`config.mk`:
```
export PLATFORM = sky130hd
export DESIGN_NAME = mc_control
export DESIGN_NICKNAME = d
export VERILOG_FILES = /design/src/rtl/mc_pkg.sv /design/src/rtl/mc_ctrl_decode.sv /design/src/rtl/mc_control.sv
export SDC_FILE = /design/constraint.sdc
export NUM_CORES = 1
export LEC_CHECK = 0
export ABC_AREA = 1
export ABC_CLOCK_PERIOD_IN_PS = 7580
export BUFFER_PORTS_ARGS = -buffer_cell sky130_fd_sc_hd__buf_2
export CELL_PAD_IN_SITES_DETAIL_PLACEMENT = 1
export CELL_PAD_IN_SITES_GLOBAL_PLACEMENT = 1
export CORE_UTILIZATION = 39
export DETAILED_ROUTE_END_ITERATION = 12
export PLACE_DENSITY_LB_ADDON = 0.3
export SLEW_MARGIN = 5
export SYNTH_ARGS = -nofsm -noshare
export SYNTH_HDL_FRONTEND = slang
export SYNTH_HIERARCHICAL = 1
export SYNTH_SLANG_ARGS = --single-unit
```
`constraint.sdc`:
```
create_clock -name clk -period 7.58 [get_ports clk]
set_input_delay 0.758 -clock clk [delete_from_list [all_inputs] [get_ports clk]]
set_output_delay 0.758 -clock clk [all_outputs]
set_load 0.05 [all_outputs]
```
`src/rtl/mc_pkg.sv`:
```
`default_nettype none
// ============================================================================
//  Module      : mc_pkg
//  Description : Shared types and encodings for the multi-cycle MIPS control.
//  Revision    : 1.0
// ============================================================================
package mc_pkg;

  typedef enum logic [3:0] {
    S_FETCH    = 4'd0,
    S_DECODE   = 4'd1,
    S_EXEC_R   = 4'd2,
    S_WB_R     = 4'd3,
    S_EXEC_I   = 4'd4,
    S_WB_I     = 4'd5,
    S_MEM_ADDR = 4'd6,
    S_MEM_RD   = 4'd7,
    S_MEM_WB   = 4'd8,
    S_MEM_WR   = 4'd9,
    S_BRANCH   = 4'd10,
    S_JUMP     = 4'd11,
    S_JR       = 4'd12,
    S_EXC      = 4'd13
  } state_e;

  typedef enum logic [2:0] {
    IC_R, IC_I, IC_LOAD, IC_STORE, IC_BRANCH, IC_JUMP, IC_JR, IC_BAD
  } iclass_e;

  localparam logic [5:0] OP_RTYPE = 6'h00;
  localparam logic [5:0] OP_J     = 6'h02;
  localparam logic [5:0] OP_JAL   = 6'h03;
  localparam logic [5:0] OP_BEQ   = 6'h04;
  localparam logic [5:0] OP_BNE   = 6'h05;
  localparam logic [5:0] OP_ADDI  = 6'h08;
  localparam logic [5:0] OP_SLTI  = 6'h0A;
  localparam logic [5:0] OP_ANDI  = 6'h0C;
  localparam logic [5:0] OP_ORI   = 6'h0D;
  localparam logic [5:0] OP_LUI   = 6'h0F;
  localparam logic [5:0] OP_LW    = 6'h23;
  localparam logic [5:0] OP_SW    = 6'h2B;

  localparam logic [5:0] FN_SRL = 6'h02;
  localparam logic [5:0] FN_JR  = 6'h08;
  localparam logic [5:0] FN_ADD = 6'h20;
  localparam logic [5:0] FN_SUB = 6'h22;
  localparam logic [5:0] FN_AND = 6'h24;
  localparam logic [5:0] FN_OR  = 6'h25;
  localparam logic [5:0] FN_SLT = 6'h2A;

  localparam logic [2:0] ALU_ADD = 3'b000;
  localparam logic [2:0] ALU_SUB = 3'b001;
  localparam logic [2:0] ALU_AND = 3'b010;
  localparam logic [2:0] ALU_OR  = 3'b011;
  localparam logic [2:0] ALU_SRL = 3'b101;
  localparam logic [2:0] ALU_LUI = 3'b110;
  localparam logic [2:0] ALU_SLT = 3'b111;

  localparam logic [1:0] PCSRC_ALU    = 2'b00;
  localparam logic [1:0] PCSRC_ALUOUT = 2'b01;
  localparam logic [1:0] PCSRC_JUMP   = 2'b10;
  localparam logic [1:0] PCSRC_RS     = 2'b11;

  localparam logic [1:0] SRCA_PC    = 2'b00;
  localparam logic [1:0] SRCA_RS    = 2'b01;
  localparam logic [1:0] SRCA_SHAMT = 2'b10;

  localparam logic [1:0] SRCB_RT      = 2'b00;
  localparam logic [1:0] SRCB_FOUR    = 2'b01;
  localparam logic [1:0] SRCB_SEXT    = 2'b10;
  localparam logic [1:0] SRCB_SEXT_SH = 2'b11;

  typedef struct packed {
    logic       mem_req;
    logic       mem_we;
    logic       iord;
    logic       ir_write;
    logic       pc_write;
    logic [1:0] pc_src;
    logic [1:0] alu_src_a;
    logic [1:0] alu_src_b;
    logic [2:0] alu_control;
    logic       reg_write;
    logic       reg_dst;
    logic       mem2reg;
    logic       reg_jal;
    logic       retire;
  } ctrl_t;

  function automatic iclass_e classify(input logic [5:0] op, input logic [5:0] fn);
    iclass_e c;
    c = IC_BAD;
    case (op)
      OP_RTYPE: begin
        case (fn)
          FN_ADD, FN_SUB, FN_AND, FN_OR, FN_SLT, FN_SRL: c = IC_R;
          FN_JR:                                         c = IC_JR;
          default:                                       c = IC_BAD;
        endcase
      end
      OP_ADDI, OP_SLTI, OP_ANDI, OP_ORI, OP_LUI: c = IC_I;
      OP_LW:                                     c = IC_LOAD;
      OP_SW:                                     c = IC_STORE;
      OP_BEQ, OP_BNE:                            c = IC_BRANCH;
      OP_J, OP_JAL:                              c = IC_JUMP;
      default:                                   c = IC_BAD;
    endcase
    return c;
  endfunction

  function automatic logic [2:0] alu_op(input logic [5:0] op, input logic [5:0] fn);
    logic [2:0] a;
    a = ALU_ADD;
    if (op == OP_RTYPE) begin
      case (fn)
        FN_SUB:  a = ALU_SUB;
        FN_AND:  a = ALU_AND;
        FN_OR:   a = ALU_OR;
        FN_SLT:  a = ALU_SLT;
        FN_SRL:  a = ALU_SRL;
        default: a = ALU_ADD;
      endcase
    end else begin
      case (op)
        OP_SLTI: a = ALU_SLT;
        OP_ANDI: a = ALU_AND;
        OP_ORI:  a = ALU_OR;
        OP_LUI:  a = ALU_LUI;
        default: a = ALU_ADD;
      endcase
    end
    return a;
  endfunction

endpackage
`default_nettype wire

```
`src/rtl/mc_ctrl_decode.sv`:
```
`default_nettype none
// ============================================================================
//  Module      : mc_ctrl_decode
//  Description : State -> datapath control decode. CTRL_EXC_EN suppresses the
//                NOP retire for unsupported encodings.
//  Revision    : 1.0
// ============================================================================
module mc_ctrl_decode
  import mc_pkg::*;
(
  input  state_e     state_i,
  input  logic [5:0] opcode_i,
  input  logic [5:0] func_i,
  input  logic       zero_i,
  input  logic       mem_ack_i,
  output ctrl_t      ctrl_o
);

  always_comb begin
    ctrl_o = '0;
    case (state_i)
      S_FETCH: begin
        ctrl_o.mem_req   = 1'b1;
        ctrl_o.alu_src_a = SRCA_PC;
        ctrl_o.alu_src_b = SRCB_FOUR;
        ctrl_o.ir_write  = mem_ack_i;
        ctrl_o.pc_write  = mem_ack_i;
        ctrl_o.pc_src    = PCSRC_ALU;
      end
      S_DECODE: begin
        // Speculative branch target lands in ALUOut for a possible BRANCH.
        ctrl_o.alu_src_a = SRCA_PC;
        ctrl_o.alu_src_b = SRCB_SEXT_SH;
`ifndef CTRL_EXC_EN
        ctrl_o.retire    = (classify(opcode_i, func_i) == IC_BAD);
`endif
      end
      S_EXEC_R: begin
        ctrl_o.alu_src_a   = (func_i == FN_SRL) ? SRCA_SHAMT : SRCA_RS;
        ctrl_o.alu_src_b   = SRCB_RT;
        ctrl_o.alu_control = alu_op(opcode_i, func_i);
      end
      S_WB_R: begin
        ctrl_o.reg_write = 1'b1;
        ctrl_o.reg_dst   = 1'b1;
        ctrl_o.retire    = 1'b1;
      end
      S_EXEC_I: begin
        ctrl_o.alu_src_a   = SRCA_RS;
        ctrl_o.alu_src_b   = SRCB_SEXT;
        ctrl_o.alu_control = alu_op(opcode_i, func_i);
      end
      S_WB_I: begin
        ctrl_o.reg_write = 1'b1;
        ctrl_o.retire    = 1'b1;
      end
      S_MEM_ADDR: begin
        ctrl_o.alu_src_a = SRCA_RS;
        ctrl_o.alu_src_b = SRCB_SEXT;
      end
      S_MEM_RD: begin
        ctrl_o.mem_req = 1'b1;
        ctrl_o.iord    = 1'b1;
      end
      S_MEM_WB: begin
        ctrl_o.reg_write = 1'b1;
        ctrl_o.mem2reg   = 1'b1;
        ctrl_o.retire    = 1'b1;
      end
      S_MEM_WR: begin
        ctrl_o.mem_req = 1'b1;
        ctrl_o.mem_we  = 1'b1;
        ctrl_o.iord    = 1'b1;
        ctrl_o.retire  = mem_ack_i;
      end
      S_BRANCH: begin
        ctrl_o.alu_src_a   = SRCA_RS;
        ctrl_o.alu_src_b   = SRCB_RT;
        ctrl_o.alu_control = ALU_SUB;
        ctrl_o.pc_src      = PCSRC_ALUOUT;
        ctrl_o.pc_write    = (opcode_i == OP_BEQ) ? zero_i : ~zero_i;
        ctrl_o.retire      = 1'b1;
      end
      S_JUMP: begin
        ctrl_o.pc_write  = 1'b1;
        ctrl_o.pc_src    = PCSRC_JUMP;
        ctrl_o.reg_write = (opcode_i == OP_JAL);
        ctrl_o.reg_jal   = (opcode_i == OP_JAL);
        ctrl_o.retire    = 1'b1;
      end
      S_JR: begin
        ctrl_o.pc_write = 1'b1;
        ctrl_o.pc_src   = PCSRC_RS;
        ctrl_o.retire   = 1'b1;
      end
      default: ctrl_o = '0;
    endcase
  end

endmodule
`default_nettype wire

```
`src/rtl/mc_control.sv`:
```
`default_nettype none
// ============================================================================
//  Module      : mc_control
//  Description : Multi-cycle MIPS control FSM with memory req/ack handshake and
//                retired-instruction counter. CTRL_EXC_EN adds exception state.
//  Revision    : 1.0
// ============================================================================
module mc_control
  import mc_pkg::*;
#(
  parameter int ALUCTRL_W   = 3,
  parameter int RETIRE_W    = 32,
  parameter int MEM_TIMEOUT = 255
) (
  input  logic                 clk,
  input  logic                 reset,
  input  logic [5:0]           opcode,
  input  logic [5:0]           func,
  input  logic                 zero,
  input  logic                 mem_ack,
  output logic                 mem_req,
  output logic                 mem_we,
  output logic                 iord,
  output logic                 ir_write,
  output logic                 pc_write,
  output logic [1:0]           pc_src,
  output logic [1:0]           alu_src_a,
  output logic [1:0]           alu_src_b,
  output logic [ALUCTRL_W-1:0] alu_control,
  output logic                 reg_write,
  output logic                 reg_dst,
  output logic                 mem2reg,
  output logic                 reg_jal,
  output logic                 retire,
  output logic [RETIRE_W-1:0]  retired_cnt,
  output logic                 exc
);

  state_e              state_q, state_d;
  ctrl_t               dec_ctrl, ctrl;
  iclass_e             iclass;
  logic                tmo_expire;
  logic [RETIRE_W-1:0] retired_cnt_q;

  mc_ctrl_decode u_decode (
    .state_i   (state_q),
    .opcode_i  (opcode),
    .func_i    (func),
    .zero_i    (zero),
    .mem_ack_i (mem_ack),
    .ctrl_o    (dec_ctrl)
  );

  // Reset forces every strobe low in the same cycle, including mem_req.
  assign ctrl   = reset ? '0 : dec_ctrl;
  assign iclass = classify(opcode, func);

`ifdef CTRL_EXC_EN
  localparam int TMO_W = (MEM_TIMEOUT > 1) ? $clog2(MEM_TIMEOUT) : 1;

  logic [TMO_W-1:0] tmo_q;
  logic             exc_q;

  assign tmo_expire = ctrl.mem_req && !mem_ack && (tmo_q == TMO_W'(MEM_TIMEOUT - 1));

  always_ff @(posedge clk) begin
    if (reset) begin
      tmo_q <= '0;
      exc_q <= 1'b0;
    end else begin
      if (ctrl.mem_req && !mem_ack && !tmo_expire)
        tmo_q <= tmo_q + TMO_W'(1);
      else
        tmo_q <= '0;
      if (state_d == S_EXC)
        exc_q <= 1'b1;
    end
  end

  assign exc = exc_q & ~reset;
`else
  // Memory never times out; the comparison is constant false.
  assign tmo_expire = (MEM_TIMEOUT < 0);
  assign exc        = 1'b0;
`endif

  always_comb begin
    state_d = state_q;
    case (state_q)
      S_FETCH: begin
        if (mem_ack)         state_d = S_DECODE;
        else if (tmo_expire) state_d = S_EXC;
      end
      S_DECODE: begin
        case (iclass)
          IC_R:               state_d = S_EXEC_R;
          IC_I:               state_d = S_EXEC_I;
          IC_LOAD, IC_STORE:  state_d = S_MEM_ADDR;
          IC_BRANCH:          state_d = S_BRANCH;
          IC_JUMP:            state_d = S_JUMP;
          IC_JR:              state_d = S_JR;
          default: begin
`ifdef CTRL_EXC_EN
            state_d = S_EXC;
`else
            state_d = S_FETCH;
`endif
          end
        endcase
      end
      S_EXEC_R:   state_d = S_WB_R;
      S_EXEC_I:   state_d = S_WB_I;
      S_MEM_ADDR: state_d = (iclass == IC_STORE) ? S_MEM_WR : S_MEM_RD;
      S_MEM_RD: begin
        if (mem_ack)         state_d = S_MEM_WB;
        else if (tmo_expire) state_d = S_EXC;
      end
      S_MEM_WR: begin
        if (mem_ack)         state_d = S_FETCH;
        else if (tmo_expire) state_d = S_EXC;
      end
      S_WB_R, S_WB_I, S_MEM_WB, S_BRANCH, S_JUMP, S_JR: state_d = S_FETCH;
      S_EXC:   state_d = S_EXC;
      default: state_d = S_FETCH;
    endcase
  end

  always_ff @(posedge clk) begin
    if (reset) begin
      state_q       <= S_FETCH;
      retired_cnt_q <= '0;
    end else begin
      state_q       <= state_d;
      retired_cnt_q <= retired_cnt_q + RETIRE_W'(ctrl.retire);
    end
  end

  assign mem_req     = ctrl.mem_req;
  assign mem_we      = ctrl.mem_we;
  assign iord        = ctrl.iord;
  assign ir_write    = ctrl.ir_write;
  assign pc_write    = ctrl.pc_write;
  assign pc_src      = ctrl.pc_src;
  assign alu_src_a   = ctrl.alu_src_a;
  assign alu_src_b   = ctrl.alu_src_b;
  assign alu_control = ALUCTRL_W'(ctrl.alu_control);
  assign reg_write   = ctrl.reg_write;
  assign reg_dst     = ctrl.reg_dst;
  assign mem2reg     = ctrl.mem2reg;
  assign reg_jal     = ctrl.reg_jal;
  assign retire      = ctrl.retire;
  assign retired_cnt = retired_cnt_q;

endmodule
`default_nettype wire
```
==> results of run 1 <==
## flip-flops by register name (all words and copies together) (netlist names)
register / flops
retired_cnt: 32
state_q: 4
## layer usage
metal | global-route usage, % | routed length [um]
met1 | 30.6 | 4090
met2 | 41.2 | 4110
met3 | 3.51 | 227
met4 | 6.56 | 140
met5 | 0 | 0
## worst min path at each step
stage | startpoint | endpoint | slack (ns) | cells past startpoint
after global routing | retired_cnt[28] | retired_cnt[28] | 0.55 | 2
after floorplan | state_q[0] | state_q[0] | 0.52 | 2
final | retired_cnt[29] | retired_cnt[29] | 0.51 | 2
after CTS | retired_cnt[28] | retired_cnt[28] | 0.52 | 2
after detailed placement | retired_cnt[30] | retired_cnt[30] | 0.51 | 2
after global placement | retired_cnt[28] | retired_cnt[28] | 0.49 | 2
## worst max-delay path, delay by kind of cell
family	cells	cell delay [ns]
AOI/OAI and AO/OA	1	0.14
adders and majority gates	2	0.39
buffers and inverters	2	0.18
and+or+nand+nor	17	2.21
## power groups by stage
stage / Sequential (mW) / Clock (mW) / Combinational, mW
5_1_grt: 0.198 / 0.161 / 0.121
3_5_place_dp: 0.201 / 0 / 0.109
6_report: 0.197 / 0.151 / 0.109
4_1_cts: 0.197 / 0.151 / 0.109
3_3_place_gp: 0.201 / 0 / 0.105
2_1_floorplan: 0.203 / 0 / 0.0772
## cells in the final DEF, fill, tap and decap left out, drive strengths merged
cell	count
ha	2
buf	66
clkbuf	7
a21oi	13
o21a	1
nor4	4
or2	2
o22ai	1
conb	1
nand3b	2
a311oi	1
xor2	10
o211ai	2
nor2	121
nand2	105
or3	1
a211oi	1
o21ai	16
and3	1
inv	91
nor3b	3
xnor2	3
nor3	17
dfxtp	36
nand3	39
a31oi	3
and2	1
nand4	5
## final cells by class
class                           count  area, um2  area share (%)
Clock buffer                        7       96.3            2.88
Inverter                           91        342            10.2
Multi-Input combinational cell    355       1740            51.9
Sequential cell                    36        721            21.5
Tap cell                           96        120            3.59
Timing Repair Buffer               66        330            9.88
## cell families (layout without fill, tap and decap cells)
group / Yosys count / count (layout) / synth area share (%)
and+or+nand+nor: 301 / 301 / 48.8
buffers and inverters: 98 / 164 / 13.1
AOI/OAI and AO/OA: 38 / 38 / 7.52
DFF: 36 / 36 / 25.5
xor gates and xnor gates: 13 / 13 / 4.03
adders and majority gates: 2 / 2 / 0.885
other: 1 / 1 / 0.133
==> run summary, run 1 <==
SETUP PATH
--------------------------------------------------------------------------------
List of cells traversed by the critical path ...................... buf_2 -> nor2_1 -> nand3_2 -> nor2_1 -> nand2_1 -> nand2_1 -> nand2_1 -> nand2_1 -> inv_1 -> nor2_1 -> ha_1 -> ha_1 -> nand2_1 -> nor2_2 -> nand2_1 -> nor2_4 -> nand3_2 -> nor3_2 -> and2_1 -> nand2_1 -> o21ai_1 -> nor2_1
Critical register-to-register path startpoint .....................   state_q[1]
End point of the critical path .................................... retired_cnt[26]
Endpoint of the lowest-slack register-to-register path ............ retired_cnt[26]
Cell depth of the worst flop-to-flop path .........................           20
Setup slack of the most critical reg-to-reg path ..................      4.24 ns
Maximum net fanout on the critical path ...........................            8
Element type at the critical path start ...........................   input port
Max incr delay on CP ..............................................      0.23 ns
Worst path slowest cell ...........................................       nor2_1
WP data required ..................................................      7.77 ns
Most used cell, CP ................................................      nand2_1
Crit path kind ....................................................    in -> reg
Startpoint of the most critical setup path ........................    opcode[0]
Arrival time at the worst endpoint ................................      3.68 ns
CP Capture Type ...................................................         flop

STA
--------------------------------------------------------------------------------
Highest attainable clock frequency ................................      287 MHz
Final TNS setup ...................................................         0 ns
Share of the clock period used by the worst path after layout .....        46.0%
RSZ-0062 raised after global routing ..............................           no
Final count of pins violating max slew ............................            0
Transition time of the tightest slew-check pin ....................     0.829 ns
Worst slew slack as a fraction of its limit .......................        44.7%
Hold slack final ..................................................     0.514 ns
Shortest period the worst path allows .............................      3.49 ns
Total of endpoints with negative setup slack in the final report ..            0
Final critical-path setup slack ...................................      4.09 ns
Clock tree skew after final layout ................................   0.00695 ns
Final hold violation count ........................................            0

GLOBAL ROUTING
--------------------------------------------------------------------------------
Antenna violations before repair ..................................            0
Wire length of the first global-routing pass ......................    14,200 um
Via count of the first global-routing pass ........................        3,097
Residual overflow from global routing .............................            0
Largest net degree at the start of global routing .................           44
Global routing usage summed across all routing layers .............        23.7%

SYNTH
--------------------------------------------------------------------------------
Area share of the leading cell type in the synthesized netlist ....        25.5%
Cell type contributing the most total cell area after synthesis ...      dfxtp_1
Count of unique library cells instantiated by Yosys ...............           39
Synth async-reset ratio ...........................................           0%
Most instantiated flip-flop cell in the synthesis netlist .........      dfxtp_1
Leading cell type by number of instances after synthesis ..........       nor2_1
Commonest cells in the netlist .................................... nor2_1 (107), nand2_1 (98), inv_1 (84), dfxtp_1 (36), nand3_1 (36)
Synthesis-stage register bit count ................................           36
Syn nets ..........................................................          507
Sequential cell area fraction in the yosys report .................        25.5%
Count of flip-flops with a built-in enable after synthesis ........            0
Number of synthesis warnings ......................................            6
Cell types with the largest area share after synthesis ............ dfxtp_1 (25%), nor2_1 (14%), nand2_1 (13%)
Post-synth design cell area .......................................  0.00283 mm2
Post-Synthesis Cells ..............................................          489
Per-instance average area after synthesis .........................     5.78 um2

JOB
--------------------------------------------------------------------------------
Number of max-cap violations ......................................            0

ROUTING
--------------------------------------------------------------------------------
Violation count after the first detailed-routing iteration ........           75
Iteration count of the initial detailed-routing pass ..............            4
Via density per instance ..........................................         4.88
DRC ...............................................................            0
Count of vias placed by the detailed router .......................        3,176
Overall routed net length .........................................      8580 um
ANT nets after route ..............................................            0
Routed len/inst ...................................................      13.2 um

DIE
--------------------------------------------------------------------------------
Cell Rows .........................................................           30
Starting density of the core ......................................        40.9%
Height of the die .................................................      87.2 um
Placeable Area ....................................................  0.00691 mm2
Die Footprint .....................................................  0.00760 mm2
DIE WIDTH .........................................................      87.2 um
Top Ports .........................................................           68

CELLS AND AREA
--------------------------------------------------------------------------------
Net count, final ..................................................          573
Utilization of the core after routing .............................        48.4%
Antenna Cells .....................................................            0
# fillers .........................................................        1,024
Fraction of final layout cells with drive strength greater than 1 .        20.0%
Fin cells .........................................................          651
Area added between synthesis and finish ...........................        18.3%
Design Area, Final ................................................  0.00334 mm2

HOLD PATH
--------------------------------------------------------------------------------
Type of the most critical hold path ...............................   reg -> reg

CLOCK NETWORK
--------------------------------------------------------------------------------
Later-pin clock latency in the skew report ........................      0.29 ns
CTS max path bufs .................................................            2
Clock sink count ..................................................           36
Clock tree from TritonCTS .........................................        built
Clock transition at path regs .....................................      0.07 ns
# resized after CTS ...............................................            0
Master cell of the clock root buffer ..............................     clkbuf_8
Clock buffer count from CTS .......................................            5
Number of H-tree levels ...........................................            2
Setup bufs post-CTS ...............................................            0
CTS Hold Buffers Added ............................................            0

POWER AND IR DROP
--------------------------------------------------------------------------------
Power per standard cell area ......................................   137 mW/mm2
Net switching fraction of the power ...............................        34.0%
Relative contribution of combinational cells to total power .......        23.8%
P_sw ..............................................................     0.155 mW
Share of total power in sequential cells ..........................        43.1%
Total Power Consumption ...........................................     0.457 mW
Part of the power in the clock network ............................        33.1%
Pleak .............................................................      1.67 nW
VDD IR max ........................................................    0.0609 mV
Power Internal ....................................................     0.301 mW

PLACEMENT
--------------------------------------------------------------------------------
Placed Area .......................................................  0.00325 mm2
Sum of net half-perimeters after detailed placement ...............      6820 um
Worst setup slack after placement .................................      3.82 ns
Final Wtd Congestion ..............................................        0.890
Number of port buffers ............................................           66
Dpl cells .........................................................          644

STATUS
--------------------------------------------------------------------------------
Outcome ........................................................... finished, final reports clean

Note: power is estimated with default switching activity, not from simulation.
==> run 2: changes to the inputs <==
- ABC_CLOCK_PERIOD_IN_PS: 7580 -> 3180
- CORE_UTILIZATION: 39 -> 33
- clock period: 7.58 -> 3.18 ns (I/O delays scaled with it)
==> run summary, run 2 (synthesis results as in run 1) <==
DIE
--------------------------------------------------------------------------------
DIE WIDTH .........................................................      94.6 um   +8.5%
Die Footprint .....................................................  0.00894 mm2   +18%
Height of the die .................................................      94.6 um   +8.5%
Placeable Area ....................................................  0.00826 mm2   +20%
Cell Rows .........................................................           33   +10%
Starting density of the core ......................................        34.2%   -6.7 points
Top Ports .........................................................           68   unchanged

CLOCK NETWORK
--------------------------------------------------------------------------------
Clock buffer count from CTS .......................................            5   unchanged
Clock sink count ..................................................           36   unchanged
Later-pin clock latency in the skew report ........................      0.29 ns   about the same
Setup bufs post-CTS ...............................................            0   unchanged
Clock tree from TritonCTS .........................................        built
CTS max path bufs .................................................            2   unchanged
Number of H-tree levels ...........................................            2   unchanged
Master cell of the clock root buffer ..............................     clkbuf_8
Clock transition at path regs .....................................      0.07 ns   about the same

POWER AND IR DROP
--------------------------------------------------------------------------------
Power per standard cell area ......................................   341 mW/mm2   +150%
Share of total power in sequential cells ..........................        40.2%   -2.9 points
Power Internal ....................................................     0.806 mW   +170%
P_sw ..............................................................     0.368 mW   +140%
Net switching fraction of the power ...............................        31.3%   -2.7 points
Total Power Consumption ...........................................      1.17 mW   +160%
Relative contribution of combinational cells to total power .......        22.3%   -1.5 points
VDD IR max ........................................................     0.144 mV   +140%
Pleak .............................................................      1.73 nW   +3.5%
Part of the power in the clock network ............................        37.6%   +4.5 points

GLOBAL ROUTING
--------------------------------------------------------------------------------
Global routing usage summed across all routing layers .............        19.1%   -4.6 points
Residual overflow from global routing .............................            0   unchanged
Via count of the first global-routing pass ........................        3,072   -0.81%
Wire length of the first global-routing pass ......................    13,900 um   -2.6%
Antenna violations before repair ..................................            0   unchanged
Largest net degree at the start of global routing .................           43   -2.3%

ROUTING
--------------------------------------------------------------------------------
Violation count after the first detailed-routing iteration ........           82   +9.3%
Iteration count of the initial detailed-routing pass ..............            4   unchanged
Overall routed net length .........................................      8260 um   -3.7%
ANT nets after route ..............................................            0   unchanged
DRC ...............................................................            0   unchanged
Via density per instance ..........................................         4.77   -2.2%
Routed len/inst ...................................................      12.4 um   -5.8%
Count of vias placed by the detailed router .......................        3,178   +0.063%

CELLS AND AREA
--------------------------------------------------------------------------------
Antenna Cells .....................................................            0   unchanged
Design Area, Final ................................................  0.00345 mm2   +3.1%
Most common cell after layout, fill and taps aside ................       nor2_1
Fraction of final layout cells with drive strength greater than 1 .        22.3%   +2.3 points
Area added between synthesis and finish ...........................        21.9%
Net count, final ..................................................          578   +0.87%
Fin cells .........................................................          666   +2.3%
Max FFs per register ..............................................           32   unchanged
Commonest cells after routing, fill and taps aside ................ nor2_1 (105), nand2_1 (97), inv_1 (84)

SETUP PATH
--------------------------------------------------------------------------------
CP Capture Type ...................................................         flop
Maximum net fanout on the critical path ...........................            9   +1
Most used cell, CP ................................................       nor2_2
Kind of cell adding the most delay to the critical path ........... simple AND/OR/NAND/NOR gates
Count of buffer and inverter cells on the critical path ...........            2   unchanged
Crit path kind ....................................................   reg -> reg
Max incr delay on CP ..............................................      0.38 ns   +0.15 ns
Element type at the critical path start ...........................         flop
Worst path slowest cell ...........................................      dfxtp_2
WP data required ..................................................      3.36 ns   -4.41 ns
Arrival time at the worst endpoint ................................      3.07 ns   -0.61 ns
List of cells traversed by the critical path ...................... nor2_2 -> inv_2 -> nor2_2 -> nor2_1 -> o21ai_1 -> nor2_1 -> nand2_1 -> inv_1 -> nor2_2 -> ha_1 -> ha_1 -> nand2_1 -> nor2_2 -> nand2_2 -> nor2_4 -> nand3_2 -> nor3_4 -> and2_4 -> nand2_1 -> o21ai_1 -> nor2_1
Setup slack of the most critical reg-to-reg path ..................      0.29 ns   -3.95 ns

STA
--------------------------------------------------------------------------------
Hold slack final ..................................................     0.496 ns   -0.0184 ns
Clock tree skew after final layout ................................   0.00545 ns   -0.00150 ns
Shortest period the worst path allows .............................      2.89 ns
Final critical-path setup slack ...................................     0.290 ns   -3.80 ns
Transition time of the tightest slew-check pin ....................     0.511 ns   -0.318 ns
Final count of pins violating max slew ............................            0   unchanged
Total of endpoints with negative setup slack in the final report ..            0   unchanged
Final hold violation count ........................................            0   unchanged
Highest attainable clock frequency ................................      346 MHz
Share of the clock period used by the worst path after layout .....        90.9%
Worst slew slack as a fraction of its limit .......................        65.6%   +21 points

JOB
--------------------------------------------------------------------------------
Number of max-cap violations ......................................            0   unchanged

HOLD PATH
--------------------------------------------------------------------------------
Type of the most critical hold path ...............................    in -> reg

PLACEMENT
--------------------------------------------------------------------------------
Sum of net half-perimeters after detailed placement ...............      6680 um   -2.0%
Dpl cells .........................................................          658   +2.2%
Worst setup slack after placement .................................    0.0684 ns   -3.75 ns
Number of port buffers ............................................           66   unchanged
Placed Area .......................................................  0.00330 mm2   +1.6%
Final Wtd Congestion ..............................................        0.871   -2.1%

STATUS
--------------------------------------------------------------------------------
Outcome ........................................................... finished, final reports clean

==> run 2: cell count changes in the layout (fill, tap and decap cells not counted), sizes merged <==
cell and delta:
bufinv +1, buf +5
==> run 2: power groups by stage <==
stage	Clock (mW)	Combinational, mW	Sequential (mW)
after global placement	0	0.254	0.480
final	0.441	0.261	0.471
after global routing	0.476	0.293	0.472
after detailed placement	0	0.261	0.481
after CTS	0.453	0.262	0.470
after floorplan	0	0.185	0.485
==> run 2: final cells by class <==
cell class / instances / area (um2)
Inverter: 91 / 342
Sequential cell: 36 / 728
Multi-Input combinational cell: 355 / 1750
Timing Repair Buffer: 71 / 368
Tap cell: 105 / 131
Fill cell: 1171 / 4810
Clock inverter: 1 / 30.0
Clock buffer: 7 / 96.3
==> run 2: routing by layer <==
metal | part of all wire, % | global-route usage (%)
met5 | 0 | 0
met4 | 0.70 | 3.41
met1 | 49 | 25.3
met3 | 2.7 | 2.66
met2 | 48 | 33.3
==> run 2: final timing paths <==
kind	end	from	cells past startpoint
worst max-delay path	retired_cnt[26]	state_q[3]	21
worst min-delay path	state_q[2]	mem_ack	6
worst max register to register	retired_cnt[26]	state_q[3]	21
worst min register to register	retired_cnt[28]	retired_cnt[28]	2
==> run 2: worst register-to-register path, delay by kind of cell, from the launching register on <==
kind	cells	cell delay [ns]
buffers and inverters	2	0.12
flip-flops	1	0.38
adder cells (fa/ha/maj)	2	0.37
AND/OR/NAND/NOR	15	1.67
AO/OA/AOI/OAI	2	0.25
==> run 2: what timing repair did <==
action                     CTS  global route
setup endpoints to repair    0            10
hold buffers                 0             0
resized for setup            0             9
==> run 2: stage by stage <==
step                      setup TNS [ns]  util (%)
after detailed placement               0      40.0
after floorplan                        0         -
after global placement                 0      40.0
final                                  0      41.7
after CTS                              0      41.5
after global routing            -0.00581      41.7
